--- src/rtl/phone_disp_scroll.sv ---
// Scrolling 8-digit window over an 11-digit BCD phone number, driving a
// multiplexed common-anode 7-segment display; a keypress parks the window on the newest digits.
//
// state  | meaning
// -------+-----------------------------------------------------------
// SCROLL | window advances one digit per scroll tick, wrapping 3 -> 0
// HOLD   | window parked at offset 3 until hold_cnt scroll ticks pass
module phone_disp_scroll #(
   parameter int SCAN_DIV   = 50_000,
   parameter int SCROLL_DIV = 25_000_000,
   parameter int HOLD_TICKS = 4
) (
   input  logic        clk,
   input  logic        rst_n,
   input  logic        key_flag,
   input  logic [43:0] phone_number,
   output logic [7:0]  seg,
   output logic [7:0]  sel,
   output logic [1:0]  win_offset
);

   localparam int SCAN_W   = (SCAN_DIV > 1) ? $clog2(SCAN_DIV) : 1;
   localparam int SCROLL_W = (SCROLL_DIV > 1) ? $clog2(SCROLL_DIV) : 1;
   localparam int HOLD_W   = (HOLD_TICKS > 0) ? $clog2(HOLD_TICKS + 1) : 1;

   localparam logic [SCAN_W-1:0]   SCAN_LAST   = SCAN_W'(SCAN_DIV - 1);
   localparam logic [SCROLL_W-1:0] SCROLL_LAST = SCROLL_W'(SCROLL_DIV - 1);
   localparam logic [HOLD_W-1:0]   HOLD_LOAD   = HOLD_W'(HOLD_TICKS);

   typedef enum logic {
      ST_SCROLL = 1'b0,
      ST_HOLD   = 1'b1
   } state_t;

   logic [SCAN_W-1:0]   scan_cnt;
   logic [SCROLL_W-1:0] scroll_cnt;
   logic                scan_tick;
   logic                scroll_tick;
   logic [2:0]          pos;

   state_t              state_q;
   state_t              state_d;
   logic [1:0]          win_q;
   logic [1:0]          win_d;
   logic [HOLD_W-1:0]   hold_q;
   logic [HOLD_W-1:0]   hold_d;

   logic [3:0]          digit_idx;
   logic [3:0]          digit;

   function automatic logic [7:0] seg_decode(input logic [3:0] d);
      logic [7:0] s;
      case (d)
         4'd0:    s = 8'hC0;
         4'd1:    s = 8'hF9;
         4'd2:    s = 8'hA4;
         4'd3:    s = 8'hB0;
         4'd4:    s = 8'h99;
         4'd5:    s = 8'h92;
         4'd6:    s = 8'h82;
         4'd7:    s = 8'hF8;
         4'd8:    s = 8'h80;
         4'd9:    s = 8'h90;
         default: s = 8'hFF;
      endcase
      return s;
   endfunction

   assign scan_tick   = (scan_cnt == SCAN_LAST);
   assign scroll_tick = (scroll_cnt == SCROLL_LAST);

   always_ff @(posedge clk or negedge rst_n) begin
      if (!rst_n) begin
         scan_cnt <= '0;
         pos      <= 3'd0;
      end else if (scan_tick) begin
         scan_cnt <= '0;
         pos      <= pos + 3'd1;
      end else begin
         scan_cnt <= scan_cnt + SCAN_W'(1);
      end
   end

   // Clearing on key_flag makes the hold last exactly HOLD_TICKS full periods.
   always_ff @(posedge clk or negedge rst_n) begin
      if (!rst_n) begin
         scroll_cnt <= '0;
      end else if (key_flag || scroll_tick) begin
         scroll_cnt <= '0;
      end else begin
         scroll_cnt <= scroll_cnt + SCROLL_W'(1);
      end
   end

   always_ff @(posedge clk or negedge rst_n) begin
      if (!rst_n) begin
         state_q <= ST_SCROLL;
         win_q   <= 2'd0;
         hold_q  <= '0;
      end else begin
         state_q <= state_d;
         win_q   <= win_d;
         hold_q  <= hold_d;
      end
   end

   always_comb begin
      state_d = state_q;
      win_d   = win_q;
      hold_d  = hold_q;
      if (key_flag) begin
         state_d = ST_HOLD;
         win_d   = 2'd3;
         hold_d  = HOLD_LOAD;
      end else begin
         case (state_q)
            ST_SCROLL: begin
               if (scroll_tick) begin
                  win_d = (win_q == 2'd3) ? 2'd0 : win_q + 2'd1;
               end
            end
            ST_HOLD: begin
               win_d = 2'd3;
               if (scroll_tick) begin
                  if (hold_q <= HOLD_W'(1)) begin
                     state_d = ST_SCROLL;
                     win_d   = 2'd0;
                     hold_d  = '0;
                  end else begin
                     hold_d = hold_q - HOLD_W'(1);
                  end
               end
            end
            default: begin
               state_d = ST_SCROLL;
               win_d   = 2'd0;
               hold_d  = '0;
            end
         endcase
      end
   end

   assign digit_idx = {2'b00, win_q} + {1'b0, pos};

   // Indices past 10 cannot occur (w<=3, p<=7) but decode to blank anyway.
   always_comb begin
      digit = 4'hF;
      for (int i = 0; i < 11; i++) begin
         if (digit_idx == 4'(i)) begin
            digit = phone_number[4*i +: 4];
         end
      end
   end

   always_ff @(posedge clk or negedge rst_n) begin
      if (!rst_n) begin
         seg <= 8'hFF;
         sel <= 8'hFF;
      end else begin
         seg <= seg_decode(digit);
         sel <= ~(8'h80 >> pos);
      end
   end

   assign win_offset = win_q;

endmodule

--- config.mk ---
export PLATFORM = sky130hd
export DESIGN_NAME = phone_disp_scroll
export DESIGN_NICKNAME = d
export VERILOG_FILES = /design/src/rtl/phone_disp_scroll.sv
export SDC_FILE = /design/constraint.sdc
export NUM_CORES = 1
export LEC_CHECK = 0
export ABC_CLOCK_PERIOD_IN_PS = 8500
export BUFFER_PORTS_ARGS = -buffer_cell sky130_fd_sc_hd__buf_4
export CORE_UTILIZATION = 54
export CTS_CLUSTER_DIAMETER = 30
export DETAILED_ROUTE_END_ITERATION = 16
export HOLD_SLACK_MARGIN = 0.05
export PLACE_DENSITY = 0.83
export SYNTH_ARGS = -nofsm -noshare
export SYNTH_HDL_FRONTEND = slang
export SYNTH_SLANG_ARGS = --single-unit
--- constraint.sdc ---
create_clock -name clk -period 8.5 [get_ports clk]
set_input_delay 0.425 -clock clk [delete_from_list [all_inputs] [get_ports clk]]
set_output_delay 0.425 -clock clk [all_outputs]
set_load 0.01 [all_outputs]
==> results of run 1 <==
-- registers in the layout, summed over array words and instances, names as in the netlist --
| name | count |
|---|---|
| pos | 3 |
| state_q | 1 |
| win_offset | 2 |
| scroll_cnt | 25 |
| sel | 8 |
| scan_cnt | 16 |
| seg | 7 |
| hold_q | 3 |
-- cell type report --
type	instances	area share, %
timing repair buffer	63	10.8
tap	77	2.19
clock inverter	6	1.51
multi-input combinational	291	43.8
sequential	65	37.4
inverter	14	1.20
clock buffer	10	3.13
-- cell usage in the layout (no fill, tap or decap), drive strengths merged, types with 9 or more instances in the layout --
cell    netlist  layout
nor3          9       9
clkbuf        7      10
buf           7      63
and3          9       9
ha           14      14
dfrtp        50      50
a21oi        10      10
dfstp        15      15
nand3        20      20
nand4         9       9
xor2         18      18
inv          14      15
xnor2        17      17
o21ai        12      12
nor2         56      56
nand2        30      30
mux2i        10      10
nand2b       10      10
-- through the flow --
stage	instance area, um^2	utilization [%]	hold slack [ps]
after floorplan	3680	-	129
after global placement	4190	64.9	473
after detailed placement	4190	64.9	481
after CTS	4390	68.0	193
after global routing	4390	68.0	229
final	4390	68.0	145
-- routing by layer --
| layer | vias up | part of all wire [%] | GRT usage (%) |
|---|---|---|---|
| met4 | 0 | 1.5 | 9.09 |
| met3 | 11 | 5.4 | 3.54 |
| met2 | 113 | 51 | 39.8 |
| met1 | 1503 | 42 | 30.9 |
| li1 | 1467 | - | - |
| met5 | - | 0 | 0 |
-- report_power, final --
group          internal (uW)  switching, uW  total (uW)
sequential               315           2.17         317
clock                    144            128         272
combinational           25.0           22.0        47.0
-- cell families after synthesis --
kind of cell | after synthesis
AOI/OAI and AO/OA | 56
xor gates and xnor gates | 35
adders and majority gates | 15
buffers and inverters | 28
DFF | 65
muxes | 15
other | 1
and+or+nand+nor | 169
-- path summary, 6_finish.rpt --
path	cells after the start	slack, ps	start	endpoint
worst max-delay path	7	4840	win_offset[0]	seg[3]
worst min-delay path	1	150	rst_n	scroll_cnt[13]
worst max register to register	7	4840	win_offset[0]	seg[3]
worst min register to register	1	490	scan_cnt[0]	scan_cnt[0]
max in group asynchronous	1	7830	rst_n	scan_cnt[11]
min in group clk	2	270	key_flag	hold_q[0]
-- worst register-to-register path, delay by kind of cell (launching register included) --
| kind | cells | cell delay (ps) |
|---|---|---|
| multiplexers | 1 | 440 |
| AO/OA/AOI/OAI | 3 | 920 |
| AND/OR/NAND/NOR | 1 | 480 |
| adder cells (fa/ha/maj) | 2 | 1320 |
| flip-flops | 1 | 430 |
==> out/summary.txt, run 1 <==
Status = finished, final reports clean
Syn-to-layout area delta = 19.3%
Fin Setup TNS = 0 ps
Place WS = 4890 ps
Clk_lat worst skew = 350 ps
Synth Area in Compound Gates = 10.6%
Syn_nets = 446
Initial Util = 57.0%
Global route overflow = 0
Peak VDD IR = 0.0000747 V
Global-route wire length before repair = 13500 um
Fin crit share = 43.1%
Clk Tree Root Cell = clkbuf_8
Primary FF master, synth = dfrtp_1
Number of remaining DRC errors = 0
Port Buffers = 63
Post-DP HPWL = 5580 um
Critical path class = reg2reg
Clk_skew = 7.11 ps
Final setup fails = 0
Avg Inst Size Synth = 9.59 um^2
Critical Path RT = 8770 ps
Post-Syn Instances = 384
Multi-input logic area = 1920 um^2
Yosys top cell by area = dfrtp_1
Clock Path Buffers = 2
ANT cells = 0
Most common cell in the netlist = nor2_1
Initial antenna violation count = 0
Worst Hold Class = in2async
Worst Path Buf+Inv = 0
Finished Layout Cells = 526
Layout cell share with drive strength beyond 1 = 22.7%
Routability congestion estimate = 0.849
CTS buffer count = 9
Fmax = 0.273 GHz
1st-pass router iterations = 7
Post-CTS Setup Bufs = 0
Post-Synth XOR/XNOR Area = 8.32%
CTS resizes = 0
Placed insts = 510
CTS tree = yes
Most frequent cells after synthesis = nor2_1, dfrtp_1, nand2_1, nand3_1, xor2_1
Final ANT Viol Nets = 0
Final Worst Setup Slack = 4840 ps
Rel. slew slack = 29.7%
Slew Viols, Final = 0
Number of synthesized flops with an enable pin = 0
Die H = 84.6 um
# H-tree levels = 3
Min Clock Period, post-route = 3660 ps
CP max stage cell = fa_1
Routed length per instance = 15.1 um
Peak fanout along the critical path = 22
Vias in the first global route = 2973
Maxcap violations = 0
Worst-margin pin slew = 1050 ps
Register area share after synthesis = 44.7%
Vias per cell = 5.88
RSZ-0062 raised after global routing = false
DR vias = 3094
Boundary Pins = 65
Crit path launch type = register
Starting DRT DRC Count = 196
CP Cell Sequence = ha_1 > fa_1 > mux4_2 > o2111a_1 > o311a_1 > or3_1 > o221ai_1
Final hold violation count = 0
Worst-path clk slew = 80 ps
Crit. End Element = register
Nets = 506
Standard-cell rows = 29
GRT Overall Usage = 23.6%
CP arrival = 3930 ps
WL final = 7930 um
CP delay by family, top = adder cells
Hold buffers post-CTS = 0
Worst path max stage delay = 1050 ps
Cell area after synthesis = 3680 um^2
Total power = 636 uW
Yosys top cell area share = 34.0%
Largest net degree at the start of global routing = 66
Post-synth ARST share = 100%
Fillcell total = 485
Synthesized-area fraction occupied by adder cells = 5.30%
Leak = 0.00194 uW
Number of synthesized register bits = 65
Sink Count = 65
Core ar. = 6460 um^2
Register area = 1650 um^2
Synth Area in Simple Gates = 22.5%
Die footprint = 7160 um^2
Post-synth cell types = 55
Top post-synthesis cells by area = dfrtp_1, dfstp_2, nor2_1
Overall die width = 84.6 um
Syn. warnings = 0
PD cells = 145 nW/um^2
Largest family of logic cells by synthesized area = simple AND/OR/NAND/NOR gates
Mux cell area share after synthesis = 5.47%
(Power assumes the default switching activity.)
==> run 2, diff against run 1 <==
--- a/config.mk
+++ b/config.mk
@@ -5,7 +5,8 @@
 export SDC_FILE = /design/constraint.sdc
 export NUM_CORES = 1
 export LEC_CHECK = 0
-export ABC_CLOCK_PERIOD_IN_PS = 8500
+export ABC_AREA = 1
+export ABC_CLOCK_PERIOD_IN_PS = 3780
 export BUFFER_PORTS_ARGS = -buffer_cell sky130_fd_sc_hd__buf_4
 export CORE_UTILIZATION = 54
 export CTS_CLUSTER_DIAMETER = 30
==> constraint.sdc (replaced) <==
create_clock -name clk -period 3.78 [get_ports clk]
set_input_delay 0.189 -clock clk [delete_from_list [all_inputs] [get_ports clk]]
set_output_delay 0.189 -clock clk [all_outputs]
set_load 0.01 [all_outputs]
==> run 2 against run 1 <==
  * Total power grew 130%
  * Maximum frequency grew 23%
  * Hold slack lost 48 ps
  * Global-route usage grew 1.4 points
  * Critical path type unchanged
  * Final area grew 7.9%
  * Via count grew 18%
==> out/summary.txt, run 2 <==
Critical Path RT = 4070 ps
Max reg flops = 25
DR vias = 3645
Routed length per instance = 12.8 um
Leak = 0.00224 uW
Standard-cell rows = 30
Port Buffers = 63
Primary FF master, synth = dfrtp_1
Peak VDD IR = 0.000226 V
PD cells = 310 nW/um^2
Largest regs = scroll_cnt: 25 flops, scan_cnt: 16 flops, sel: 8 flops
Top post-synthesis cells by area = dfrtp_1, dfstp_2, nand2_1
Multi-input logic area = 1940 um^2
Largest net degree at the start of global routing = 66
CTS buffer count = 9
Cell area after synthesis = 3980 um^2
Global-route wire length before repair = 15000 um
Die footprint = 7710 um^2
Post-synth cell types = 45
Slew Viols, Final = 0
Peak fanout along the critical path = 7
Most frequent cells after synthesis = nand2_1, inv_1, nor2_1, dfrtp_1, nand4_1
Worst-margin pin slew = 809 ps
# H-tree levels = 3
Crit. End Element = register
Layout cell share with drive strength beyond 1 = 24.0%
Number of remaining DRC errors = 0
Number of synthesized register bits = 65
Vias per cell = 5.31
Rel. slew slack = 46.1%
Vias in the first global route = 3527
Critical path class = reg2reg
Fillcell total = 585
Clk_lat worst skew = 340 ps
Starting DRT DRC Count = 233
Post-DP HPWL = 6620 um
Clk Tree Root Cell = clkbuf_8
1st-pass router iterations = 5
Register area = 1650 um^2
Crit path launch type = register
Final hold violation count = 0
Yosys top cell by area = dfrtp_1
Final ANT Viol Nets = 0
WL final = 8800 um
Status = finished, final reports clean
Syn-to-layout area delta = 19.3%
Initial Util = 57.2%
Post-Syn Instances = 517
Syn. warnings = 0
Final Worst Setup Slack = 804 ps
Yosys top cell area share = 31.5%
Boundary Pins = 65
Maxcap violations = 0
Min Clock Period, post-route = 2980 ps
Initial antenna violation count = 0
Avg Inst Size Synth = 7.69 um^2
Final setup fails = 0
Die H = 87.8 um
Nets = 648
RSZ-0062 raised after global routing = false
Fmax = 0.336 GHz
Clock Path Buffers = 2
Hold WS = 97.0 ps
Sink Count = 65
Fin Setup TNS = 0 ps
Core ar. = 6940 um^2
Global route overflow = 0
Post-synth ARST share = 100%
Clk_skew = 7.16 ps
Place WS = 874 ps
GRT Overall Usage = 25.1%
Number of synthesized flops with an enable pin = 0
Overall die width = 87.8 um
Routability congestion estimate = 0.908
Syn_nets = 579
Most common cell in the netlist = nand2_1
Most common cell after layout, fill and taps aside = nand2_1
Worst Hold Class = in2reg
Register area share after synthesis = 41.4%
ANT cells = 0
Top reg by flops = scroll_cnt
CP arrival = 3270 ps
Commonest non-fill, non-tap cells in the layout = nand2_1, inv_1, buf_4
Fin crit share = 78.7%
Worst-path clk slew = 70 ps
CTS tree = yes
-- run 2: changes by cell type after synthesis, sizes merged, moves of 9 or more --
| cell | change |
|---|---|
| nand4 | +24 |
| nor2 | +9 |
| inv | +76 |
| nand2 | +76 |
| mux2i | -10 |
| nand3 | +10 |
| xnor2 | -17 |
| xor2 | -12 |
| or2 | +9 |
| and3 | -9 |
| a21oi | +15 |
| nand2b | -10 |
| o21ai | +12 |
-- run 2: logic make-up (layout without fill, tap and decap cells) --
logic type	after synthesis	in the layout	synth area share, %
xor gates and xnor gates	6	6	1.32
DFF	65	65	41.4
buffers and inverters	99	173	9.82
and+or+nand+nor	273	273	34.2
other	1	1	0.0943
adders and majority gates	15	15	4.91
AOI/OAI and AO/OA	58	58	8.22
-- run 2: final timing paths --
path / start / to / slack, ps / cells after the start
max: win_offset[0] / seg[3] / 800 / 15
max in group asynchronous: rst_n / scroll_cnt[1] / 2770 / 2
min: key_flag / state_q / 100 / 3
min in group asynchronous: rst_n / scroll_cnt[7] / 460 / 2
max reg2reg: win_offset[0] / seg[3] / 800 / 15
min reg2reg: scroll_cnt[0] / scroll_cnt[0] / 470 / 1
-- run 2: power breakdown --
group | leakage [uW] | internal, uW | switching [uW]
combinational | 0.00131 | 67.3 | 78.3
clock | 0.000103 | 339 | 260
sequential | 0.000820 | 717 | 6.54
-- run 2: metrics by stage --
step / utilization, % / total power (uW) / instances / instance area [um^2]
4_1_cts: 68.3 / 1470 / 687 / 4740
6_report: 68.3 / 1470 / 687 / 4740
5_1_grt: 68.3 / 1530 / 687 / 4740
2_1_floorplan: - / 805 / 517 / 3980
3_3_place_gp: 65.3 / 877 / 670 / 4530
3_5_place_dp: 65.3 / 882 / 670 / 4530
-- run 2: area by class of cell --
class / instances / area share, %
multi-input cells: 353 / 40.9
flip-flops and latches: 65 / 34.7
repair buffers: 65 / 10.3
inverters: 92 / 7.34
clock buffers: 13 / 3.35
well taps: 96 / 2.53
clock inverters: 3 / 0.844
-- run 2: repair_timing --
| item | CTS | global route |
|---|---|---|
| hold endpoints to repair | 50 | 0 |
| gates resized for setup | 0 | 0 |
| buffers inserted | 0 | 0 |
| hold buffers | 1 | 0 |
-- run 2: worst max-delay path, stage by stage, from the launching register on --
cell     delay (ps)
dfrtp_1         430
ha_1            240
fa_1            650
inv_2            70
nor2_2          220
nand3_1         190
nor2_1          120
nor2_1           50
nand4_1         100
nand2_1          80
nand4_2         110
inv_2            60
ha_1            300
a21oi_2         160
nand2_1          70
nand2_1          60
-- run 2: layer usage --
layer	wire length, um	track usage [%]
met5	0	0
met4	83	7.30
met3	360	7.07
met2	4420	41.7
met1	3930	31.8
==> run 3, diff against run 2 <==
--- a/config.mk
+++ b/config.mk
@@ -6,7 +6,7 @@
 export NUM_CORES = 1
 export LEC_CHECK = 0
 export ABC_AREA = 1
-export ABC_CLOCK_PERIOD_IN_PS = 3780
+export ABC_CLOCK_PERIOD_IN_PS = 2880
 export BUFFER_PORTS_ARGS = -buffer_cell sky130_fd_sc_hd__buf_4
 export CORE_UTILIZATION = 54
 export CTS_CLUSTER_DIAMETER = 30
==> constraint.sdc (replaced) <==
create_clock -name clk -period 2.88 [get_ports clk]
set_input_delay 0.144 -clock clk [delete_from_list [all_inputs] [get_ports clk]]
set_output_delay 0.144 -clock clk [all_outputs]
set_load 0.01 [all_outputs]
==> run 3 against run 2 <==
  * Register-to-register slack got worse by 700 ps
  * Combinational power increased by 39%
  * Die area unchanged
  * Routed wire length increased by 4.2%
  * Clock power increased by 44%
  * Maximum frequency increased by 7.3%
  * Sequential power increased by 31%
  * Critical path depth unchanged
  * Critical path type unchanged
  * Final area increased by 3.6%
  * Setup slack got worse by 700 ps
  * Highest routed layer unchanged
  * Hold slack improved by 120 ps
  * Clock-buffer cell count decreased by 2
==> out/summary.txt, run 3 (synthesis results as in run 2) <==
Status = finished, final reports clean
Worst-path clk slew = 70 ps
Boundary Pins = 65
Final core occ = 70.7%
Post-DP HPWL = 6710 um
Worst Hold Class = in2reg
Port Buffers = 63
CTS tree = yes
CP delay by family, top = adder cells
Clk_skew = 9.61 ps
Worst-margin pin slew = 797 ps
Largest regs = scroll_cnt: 25 flops, scan_cnt: 16 flops, sel: 8 flops
Worst Path Buf+Inv = 2
1st-pass router iterations = 5
Initial antenna violation count = 0
WL final = 9170 um
DR vias = 3709
Total power = 2020 uW
Clk_lat worst skew = 360 ps
Standard-cell rows = 30
Combinational share of power = 10.1%
Register share of total power = 47.1%
Peak fanout along the critical path = 6
CP arrival = 3070 ps
Die H = 87.8 um
Final setup fails = 0
Syn-to-layout area delta = 23.5%
Commonest non-fill, non-tap cells in the layout = nand2_1, inv_1, buf_4
ANT cells = 0
PD cells = 411 nW/um^2
Maxcap violations = 0
Crit path launch type = register
CP max stage cell = fa_2
Worst path max stage delay = 650 ps
Top reg by flops = scroll_cnt
Layout cell share with drive strength beyond 1 = 27.1%
Clk pwr share = 42.8%
Placed insts = 673
Critical Path RT = 3180 ps
Global route overflow = 0
Critical path class = reg2reg
Slew Viols, Final = 0
Crit. End Element = register
Overall die width = 87.8 um
Starting DRT DRC Count = 166
Global-route wire length before repair = 14800 um
Leak = 0.00231 uW
Clk Tree Root Cell = clkbuf_8
Fmax = 0.361 GHz
Fin Setup TNS = 0 ps
Max reg flops = 25
Fin crit share = 96.3%
Internal = 1540 uW
Most common cell after layout, fill and taps aside = nand2_1
Initial Util = 57.2%
Vias in the first global route = 3424
Rel. slew slack = 46.9%
Routed length per instance = 13.2 um
Nets = 655
Switching Fraction = 23.4%
GRT Overall Usage = 24.8%
Die footprint = 7710 um^2
Number of remaining DRC errors = 0
Sink Count = 65
Peak VDD IR = 0.000321 V
# H-tree levels = 3
Largest net degree at the start of global routing = 66
CTS buffer count = 9
Psw = 472 uW
Final ANT Viol Nets = 0
Finished Layout Cells = 694
CP Cell Sequence = ha_4 > fa_2 > nor2_2 > buf_4 > nand4_1 > nand3_2 > nor2_2 > nand4_1 > nand2_2 > nand4_4 > inv_4 > ha_4 > a21oi_4 > nand2_1 > nand2_1
Core ar. = 6940 um^2
Min Clock Period, post-route = 2770 ps
Final hold violation count = 0
Routability congestion estimate = 0.932
Vias per cell = 5.34
Clock Path Buffers = 2
Fillcell total = 552
-- run 3: cell count changes in the layout (fill, tap and decap cells not counted), sizes merged --
cell / before / now
bufinv: 1 / 2
buf: 64 / 70
clkbuf: 13 / 11
clkinv: 4 / 5
dlygate4sd3: 1 / 2
-- run 3: cell type report --
class                   count  area, um^2  share of cell area, %
multi-input cells         353        2030                   41.3
flip-flops and latches     65        1650                   33.5
repair buffers             72         546                   11.1
inverters                  92         350                   7.13
clock buffers              11         141                   2.88
well taps                  96         120                   2.45
clock inverters             5        78.8                   1.61
-- run 3: stage by stage --
step	setup slack [ps]	area (um^2)	hold slack, ps
after floorplan	224	3980	-152
after global placement	124	4560	280
after detailed placement	-18.6	4560	287
after CTS	13.0	4800	187
after global routing	-13.7	4910	247
final	106	4910	215
-- run 3: routing by layer --
layer,wire (um),GRT usage [%]
met1,3970,31.4
met2,4610,40.9
met3,428,6.22
met4,153,9.24
met5,0,0
-- run 3: worst reg2reg max path, cell delays in order (launching register included) --
cell and delay [ps]:
dfrtp_1 440, ha_4 200, fa_2 650, nor2_2 60, buf_4 160, nand4_1 110
nand3_2 90, nor2_2 130, nand4_1 110, nand2_2 110, nand4_4 110, inv_4 100
ha_4 210, a21oi_4 120, nand2_1 60, nand2_1 60
-- run 3: path summary, 6_finish.rpt --
path	startpoint	slack [ps]	endpoint	depth (start not counted)
min reg2reg	scroll_cnt[21]	460	scroll_cnt[21]	1
max in group asynchronous	rst_n	1940	scan_cnt[7]	2
min in group asynchronous	rst_n	410	scroll_cnt[10]	2
max reg2reg	pos[0]	110	seg[3]	15
min	phone_number[28]	220	seg[4]	5
max	pos[0]	110	seg[3]	15
-- run 3: repair_timing --
item / CTS / global route
endpoints found under the setup margin: 1 / 6
pin swaps: 0 / 9
resized for setup: 1 / 18
hold buffers: 2 / 0
setup buffers: 0 / 3
endpoints found under the hold margin: 51 / 0
-- run 3: power by group through the flow --
stage	Combinational, uW	Clock (uW)	Sequential [uW]
after floorplan	87.1	0	970
after CTS	195	873	950
after global placement	185	0	965
after global routing	230	914	952
after detailed placement	192	0	967
final	203	864	950
